==> src/rtl/ks_note_sequencer.sv <==
// Step-table note sequencer driving the Karplus-Strong period/pluck controls.
// Optional macro KS_SEQ_HUMANIZE_EN adds a saturating +prbs_bit detune to each loaded period.
module ks_note_sequencer #(
   parameter int KS_DATA_WIDTH = 8,
   parameter int NUM_STEPS     = 8,
   parameter int STEP_AW       = 3,
   parameter int DUR_WIDTH     = 12,
   parameter int PLUCK_TICKS   = 2
) (
   input  logic                     clk,
   input  logic                     rst_n,
   input  logic                     sample_tick,
   input  logic                     seq_en,
   input  logic                     seq_loop,
   input  logic                     wr_en,
   input  logic [STEP_AW-1:0]       wr_addr,
   input  logic [KS_DATA_WIDTH-1:0] wr_period,
   input  logic [DUR_WIDTH-1:0]     wr_dur,
   input  logic [KS_DATA_WIDTH-1:0] manual_period,
   input  logic                     manual_pluck,
   input  logic                     prbs_bit,
   output logic [KS_DATA_WIDTH-1:0] ks_period,
   output logic                     ks_pluck,
   output logic                     busy,
   output logic [STEP_AW-1:0]       step_idx,
   output logic                     done
);

   localparam int                   PCNT_W    = $clog2(PLUCK_TICKS + 1);
   localparam logic [PCNT_W-1:0]    PLUCK_INI = PCNT_W'(PLUCK_TICKS);
   localparam logic [STEP_AW-1:0]   LAST_STEP = STEP_AW'(NUM_STEPS - 1);

   typedef enum logic [2:0] {
      S_IDLE,
      S_LOAD,
      S_PLUCK,
      S_HOLD,
      S_NEXT,
      S_END
   } state_e;

   state_e                   state_q, state_d;
   logic                     seq_en_q;
   logic [STEP_AW-1:0]       step_idx_q, step_idx_d;
   logic [DUR_WIDTH-1:0]     cnt_q, cnt_d;
   logic [PCNT_W-1:0]        pcnt_q, pcnt_d;
   logic [KS_DATA_WIDTH-1:0] ks_period_q, ks_period_d;
   logic                     ks_pluck_q, ks_pluck_d;
   logic                     done_q, done_d;

   logic [KS_DATA_WIDTH-1:0] tbl_period_q [NUM_STEPS];
   logic [DUR_WIDTH-1:0]     tbl_dur_q    [NUM_STEPS];

   logic [KS_DATA_WIDTH-1:0] rd_period;
   logic [DUR_WIDTH-1:0]     rd_dur;
   logic [KS_DATA_WIDTH-1:0] load_period;
   logic [DUR_WIDTH-1:0]     cnt_dec;
   logic [PCNT_W-1:0]        pcnt_dec;

   // NOTE: the table is a register file with reset, not a RAM, so every entry must start at a known value.
   always_ff @(posedge clk or negedge rst_n) begin
      if (!rst_n) begin
         for (int i = 0; i < NUM_STEPS; i++) begin
            tbl_period_q[i] <= '0;
            tbl_dur_q[i]    <= '0;
         end
      end else if (wr_en) begin
         tbl_period_q[wr_addr] <= wr_period;
         tbl_dur_q[wr_addr]    <= wr_dur;
      end
   end

   // Combinational read sees the pre-write contents when a write hits the same entry.
   assign rd_period = tbl_period_q[step_idx_q];
   assign rd_dur    = tbl_dur_q[step_idx_q];

`ifdef KS_SEQ_HUMANIZE_EN
   localparam int SUM_W = KS_DATA_WIDTH + 1;
   logic [SUM_W-1:0] detune_sum;
   assign detune_sum  = {1'b0, rd_period} + SUM_W'(prbs_bit);
   assign load_period = detune_sum[KS_DATA_WIDTH] ? '1 : detune_sum[KS_DATA_WIDTH-1:0];
`else
   logic prbs_unused;
   assign prbs_unused = prbs_bit;
   assign load_period = rd_period;
`endif

   // Counters floor at zero instead of wrapping.
   assign cnt_dec  = (cnt_q  == '0) ? '0 : cnt_q  - DUR_WIDTH'(1);
   assign pcnt_dec = (pcnt_q == '0) ? '0 : pcnt_q - PCNT_W'(1);

   // NOTE: state and datapath registers use non-blocking assignments so every flop samples pre-edge values.
   always_ff @(posedge clk or negedge rst_n) begin
      if (!rst_n) begin
         state_q     <= S_IDLE;
         seq_en_q    <= 1'b0;
         step_idx_q  <= '0;
         cnt_q       <= '0;
         pcnt_q      <= '0;
         ks_period_q <= '0;
         ks_pluck_q  <= 1'b0;
         done_q      <= 1'b0;
      end else begin
         state_q     <= state_d;
         seq_en_q    <= seq_en;
         step_idx_q  <= step_idx_d;
         cnt_q       <= cnt_d;
         pcnt_q      <= pcnt_d;
         ks_period_q <= ks_period_d;
         ks_pluck_q  <= ks_pluck_d;
         done_q      <= done_d;
      end
   end

   // NOTE: every signal gets a default before the case, so no path leaves one unassigned and infers a latch.
   always_comb begin
      state_d     = state_q;
      step_idx_d  = step_idx_q;
      cnt_d       = cnt_q;
      pcnt_d      = pcnt_q;
      ks_period_d = ks_period_q;
      ks_pluck_d  = ks_pluck_q;
      done_d      = 1'b0;

      if (state_q != S_IDLE && !seq_en) begin
         // Abort outranks every other transition and never reports done.
         state_d    = S_IDLE;
         ks_pluck_d = 1'b0;
         step_idx_d = '0;
      end else begin
         unique case (state_q)
            S_IDLE: begin
               ks_period_d = manual_period;
               ks_pluck_d  = manual_pluck;
               step_idx_d  = '0;
               if (seq_en && !seq_en_q) state_d = S_LOAD;
            end
            S_LOAD: begin
               ks_period_d = load_period;
               cnt_d       = rd_dur;
               pcnt_d      = PLUCK_INI;
               if (rd_dur == '0) begin
                  ks_pluck_d = 1'b0;
                  state_d    = S_END;
               end else begin
                  ks_pluck_d = 1'b1;
                  state_d    = S_PLUCK;
               end
            end
            S_PLUCK: begin
               if (sample_tick) begin
                  cnt_d  = cnt_dec;
                  pcnt_d = pcnt_dec;
                  if (cnt_dec == '0) begin
                     ks_pluck_d = 1'b0;
                     state_d    = S_NEXT;
                  end else if (pcnt_dec == '0) begin
                     ks_pluck_d = 1'b0;
                     state_d    = S_HOLD;
                  end
               end
            end
            S_HOLD: begin
               if (sample_tick) begin
                  cnt_d = cnt_dec;
                  if (cnt_dec == '0) state_d = S_NEXT;
               end
            end
            S_NEXT: begin
               if (step_idx_q == LAST_STEP) begin
                  state_d = S_END;
               end else begin
                  step_idx_d = step_idx_q + STEP_AW'(1);
                  state_d    = S_LOAD;
               end
            end
            S_END: begin
               done_d     = 1'b1;
               step_idx_d = '0;
               state_d    = seq_loop ? S_LOAD : S_IDLE;
            end
            default: begin
               state_d    = S_IDLE;
               ks_pluck_d = 1'b0;
               step_idx_d = '0;
            end
         endcase
      end
   end

   assign ks_period = ks_period_q;
   assign ks_pluck  = ks_pluck_q;
   assign busy      = (state_q != S_IDLE);
   assign step_idx  = step_idx_q;
   assign done      = done_q;

endmodule
==> config.mk <==
export PLATFORM = sky130hd
export DESIGN_NAME = ks_note_sequencer
export DESIGN_NICKNAME = d
export VERILOG_FILES = /design/src/rtl/ks_note_sequencer.sv
export SDC_FILE = /design/constraint.sdc
export NUM_CORES = 1
export LEC_CHECK = 0
export CAP_MARGIN = 10
export CORE_UTILIZATION = 50
export CTS_CLUSTER_DIAMETER = 150
export DETAILED_ROUTE_END_ITERATION = 10
export PLACE_DENSITY = 0.68
export SLEW_MARGIN = 40
export SYNTH_ARGS = -nofsm -noshare
export SYNTH_HDL_FRONTEND = slang
export SYNTH_SLANG_ARGS = --single-unit
==> constraint.sdc <==
create_clock -name clk -period 2.7 [get_ports clk]
set_input_delay 0.54 -clock clk [delete_from_list [all_inputs] [get_ports clk]]
set_output_delay 0.54 -clock clk [all_outputs]
set_load 0.005 [all_outputs]
### Yosys cells after proc, flatten, opt, wreduce, memory -nomap -nowiden

Index checks and enable logic that the tools add are counted.

* bits in registers: 191
* bits in latches: 0
* bits in writable memories: 0
* ROM bits: 0
* input port bits: 39
* output and inout bits: 14
* word-level logic and storage cells: 114
* memories kept: 0

* add/sub/neg operators: 3
* multipliers: 0
* div/mod/pow operators: 0
* magnitude comparators: 3
* equal/unequal tests: 16
* shift-type cells: 0
* mux-type cells: 41
* bitwise operators: 3
* reduce and logical (&&, ||, !) cells: 24

Operators by type and width (number)
* 96-bit bitwise mux: 1
* 64-bit bitwise mux: 1
* 12-bit two-way mux: 5
* 12-bit binary-select mux with 3-bit select: 1
* 12-bit demux with 3-bit select: 1
* 12-bit logical NOT: 3
* 3-bit two-way mux: 11
* 8-bit binary-select mux with 3-bit select: 1
* 8-bit demux with 3-bit select: 1
* 8-bit two-way mux: 3
* 12-bit one-hot mux with 2 select lines: 1
* 3-bit one-hot mux with 6 select lines: 1
* 8-bit one-hot mux with 2 select lines: 1
* 3-bit != test, second input constant: 5
* 12-bit by 1-bit subtractor with 12-bit output, second input constant: 1
* 3-bit == test, second input constant: 3
* 3-bit AND reduction: 3
* 4-bit greater-or-equal comparator, second input constant: 2
* 1-bit two-way mux: 8
* 3-bit NOT with 4-bit output: 2
* 3-bit by 2-bit == test with 1-bit output, second input constant: 2
* 2-bit by 1-bit != test with 1-bit output, second input constant: 3
* 3-bit one-hot mux with 2 select lines: 1
* 2-bit nonzero test: 3
* 19 further kinds: 26

### Logic depth before layout (Yosys ltp)

* word-level depth: 8
* gate-level depth with buffers: 10
* depth with buffers taken out: 9

### Worst setup path after synthesis

Ideal clock, no wire load.

* kind: reg2reg
* start: register cnt_q[0]
* end: register state_q[1]
* setup time: 86 ps
* data arrival time: 2259 ps
* data required time: 2614 ps
* path slack: 356 ps
* stages on the path, launching flop included: 10
* path buffers: 0
* clock period less this slack: 2344 ps
* cell sequence: dfrtp_1 -> inv_1 -> ha_1 -> nor3b_1 -> nand2_1 -> a2111oi_0 -> o2111a_2 -> nand2_2 -> a211o_1 -> o221ai_2

* cells in the longest elaborated chain, start to end: 7
* elaborated cells between the ends (all ways): 11
* classes of those cells: add/sub: 1; eq/ne: 2; mux: 5; reduce/logical: 3

RTL lines
* from (decl): RTL line 45 `logic [DUR_WIDTH-1:0] cnt_q, cnt_d;`
* from (signal assigned): RTL line 107 `cnt_q <= cnt_d;`
* 12-bit by 1-bit subtractor with 12-bit output / 12-bit logical NOT (equally long branches): RTL line 89 `assign cnt_dec = (cnt_q == '0) ? '0 : cnt_q - DUR_WIDTH'(1);`
* 12-bit two-way mux *: RTL line 89
* 12-bit logical NOT *: RTL line 154, 166
* 3-bit two-way mux: RTL line 154 `if (cnt_dec == '0) begin`
* 3-bit two-way mux: RTL line 151 `if (sample_tick) begin`
* 3-bit one-hot mux with 6 select lines: RTL line 131 `unique case (state_q)`
* 3-bit two-way mux: RTL line 125 `if (state_q != S_IDLE && !seq_en) begin`
* to (signal assigned): RTL line 104 `state_q <= state_d;`
* to (decl): RTL line 42 `state_e state_q, state_d;`

Mark *: on every way between the ends. The rest lies on a longest branch, timed or not. The select of a mux whose other input is x is not followed.
A chain may end at the register's enable or synchronous reset.

### Final worst setup path

* start: register step_idx_q[1], in the netlist step_idx[1]
* end: register state_q[1]

* cells in the longest elaborated chain, start to end: 8

RTL lines
* from (decl): RTL line 44 `logic [STEP_AW-1:0] step_idx_q, step_idx_d;`
* from (signal assigned): RTL line 106 `step_idx_q <= step_idx_d;`
* 3-bit NOT with 4-bit output (implied by the code): RTL line 75 `assign rd_dur = tbl_dur_q[step_idx_q];`
* 12-bit binary-select mux with 3-bit select: RTL line 75
* 12-bit two-way mux (implied by the code) (2 in a row): RTL line 75
* 12-bit logical NOT: RTL line 142 `if (rd_dur == '0) begin`
* 3-bit two-way mux: RTL line 142
* 3-bit one-hot mux with 6 select lines: RTL line 131
* 3-bit two-way mux: RTL line 125

Every way passes these cells. The select of a mux whose other input is x is not followed.

==> reports/metrics.csv <==
stage,metric,value,unit
worst_hold_path,min_path_type,in2async,
setup_path,r2r_slack,0.12,ns
placement,port_buffers,51,
global_route,grt_max_degree,73,
cts,clock_path_buffers,2,
sta,rsz0062_at_grt,false,
route,wl,20900,µm
cts,post_cts_resize_count,0,
yosys,postSynthAreaPerCell,13.2,µm²
power,vdd_ir_drop_max,0.535,mV
sta,max-slew-margin-rel,0.538,
yosys,synth_edf_count,0,
layout,final_cell_mix,"dfrtp_1, mux2_2, clkdlybuf4s50_1",
global_route,grt_pass1_vias,6268,
sta,finalHoldViolCount,0,
sta,report.final.slew_viol_count,0,
placement,dpl.cell_count,967,
yosys,yosysTopAreaCell,dfrtp_1,
yosys,syn_nets,742,
layout,n_antenna_cell,0,
route,first_iter_violations,406,
layout,fin_nets,799,
layout,drive_above_1_share,0.365,
yosys,synth_area_leaders,"dfrtp_1, mux2_2, mux4_2",
setup_path,end_kind,flop,
global_route,grt_pass1_wl,33700,µm
setup_path,cp-start-kind,flop,
global_route,grt_usage,0.239,
power,p_switching,2.99,mW
setup_path,crit_type,reg2reg,
sta,finalCriticalPeriod,2.58,ns
setup_path,worstPathRequired,3.01,ns
cts,cts.root.buffer_cell,clkbuf_16,
cts,clkLatencyLatePin,0.43,ns
route,drtPass1Iterations,5,
setup_path,cp_slowest_cell,dfrtp_4,
cts,h-tree-depth,4,
sta,setup_viol,0,
route,route.detailed.drc,0,
yosys,async_flop_share,1.00,
placement,place_ws,0.0162,ns
setup_path,crit_chain,buf_12 > mux4_2 > nand2b_1 > a2111oi_2 > nand4_1 > nor2_4 > or2_2 > o221ai_2,
die,die_w,138,µm
global_route,gr-total-overflow,0,
sta,finClkSkew,0.00757,ns
placement,dp_hpwl,13500,µm
cts,path_clk_slew,0.07,ns
die,die_height,138,µm
setup_path,cp.arrival,2.89,ns
power,pwr-share-seq,0.439,
sta,fmax,388,MHz
power,swShare,0.321,
cts,holdBufCountCts,0,
setup_path,worstPathMaxFanout,16,
yosys,yosysTopAreaCellShare,0.517,
yosys,ys_ff_latch,191,
yosys,synth_seq_area_share,0.517,
layout,fin_cells,999,
global_route,antenna_found_initial,0,
power,leakage,4.45,nW
sta,fin_crit_sh,0.955,
power,power.total,9.32,mW
layout,final_common_cell,dfrtp_1,
die,core-area,18000,µm²
die,rows,49,
die,io_pins,53,
layout,synthToLayoutAreaGrowth,17.1,%
route,ant_nets,0,
route,via_per_inst,6.14,
power,p_per_area,862,nW/µm²
setup_path,critPathMaxStageDelay,0.57,ns
run,maxCapViolations,0,
power,pwr-share-clk,0.267,
cts,cts_buffers,17,
yosys,synth_cell_type_count,57,
cts,clock-sinks,191,
sta,worst_slack,0.121,ns
route,wl_per_cell,20.9,µm
yosys,syn_area,9240,µm²
yosys,ys_warn_count,0,
route,vias,6133,
power,combPwrFrac,0.294,
placement,gp_congestion,0.873,
die,die_area,19000,µm²
cts,cts_setup_buffers,0,
status,outcome,"complete, no violations",
power,intPower,6.32,mW
sta,finalSetupTns,0,ns
layout,utilization,0.600,
cts,cts_tree,done,
die,start_util,0.512,
yosys,syn_inst,700,
sta,tightest_slew,0.693,ns
yosys,ys.flop_type,dfrtp_1,
-- worst max-delay path: cells and delay by family, from the launching register on --
kind,cells,cell delay (ns)
multiplexers,1,0.50
AND/OR/NAND/NOR,4,0.73
AO/OA/AOI/OAI,2,0.44
flip-flops,1,0.57
buffers and inverters,1,0.21
-- Yosys cell counts (4+ instances only) --
cell type	count
a21oi_1	15
a22oi_1	11
mux2_2	169
dfrtp_1	191
o21ai_0	34
mux4_2	28
inv_1	10
nand4_1	6
nand3_1	6
o21ai_1	4
nand2_1	31
buf_2	11
a22o_1	11
mux2i_1	28
nand2b_1	7
clkbuf_1	26
nor3_1	8
nor2_1	33
-- routing by layer --
metal	up-vias	global-route usage	share of wire	wire (µm)
met5	-	0	0	0
met4	0	0.0707	0.017	350
met3	30	0.0497	0.043	902
met2	164	0.395	0.50	10400
met1	3209	0.318	0.44	9190
li1	2730	-	-	-
-- per-stage QoR --
step / hold slack, ns / cell area (µm²)
floorplan: 0.244 / 9240
global placement: 0.468 / 10200
detailed placement: 0.479 / 10200
CTS: 0.115 / 10800
global route: 0.138 / 10800
finish: 0.102 / 10800
-- cell families (layout without fill, tap and decap cells) --
logic type	count (synthesis)	count (layout)	synth area share
simple gates	119	119	0.0665
buf+inv	53	123	0.0259
mux	228	228	0.308
compound gates	101	101	0.0730
xor+xnor	5	5	0.00474
fa+ha+maj	3	3	0.00406
flops	191	191	0.517
-- cell type report --
cell class,instances,area (µm²)
fillers,1417,7210
flip-flops and latches,191,4780
multi-input cells,456,4260
repair buffers,81,862
clock buffers,18,439
well taps,229,287
clock inverters,14,143
inverters,10,37.5
-- power by group through the flow --
stage | combinational, mW | sequential, mW | clock (mW)
3_3_place_gp | 2.59 | 4.06 | 0
5_1_grt | 3.01 | 4.19 | 2.66
2_1_floorplan | 2.00 | 3.91 | 0
4_1_cts | 2.71 | 4.08 | 2.53
6_report | 2.74 | 4.09 | 2.49
3_5_place_dp | 2.69 | 4.13 | 0
-- flip-flops by register name, summed over array words and instances (netlist names) --
| signal | flops |
|---|---|
| tbl_dur_q | 96 |
| tbl_period_q | 64 |
| cnt_q | 12 |
| ks_period | 8 |
| state_q | 3 |
| step_idx | 3 |
| pcnt_q | 2 |
| done | 1 |
| ks_pluck | 1 |
| seq_en_q | 1 |
-- worst paths after layout --
kind / cells after the start / endpoint / start
setup / recovery: 8 / state_q[1] / step_idx[1]
hold / removal: 1 / cnt_q[6] / rst_n
setup reg to reg: 8 / state_q[1] / step_idx[1]
hold reg to reg: 2 / ks_period[4] / ks_period[4]
max in group asynchronous: 2 / tbl_dur_q[86] / rst_n
min in group clk: 2 / ks_period[4] / ks_period[4]
No activity file was read; power rests on OpenSTA's default activity.
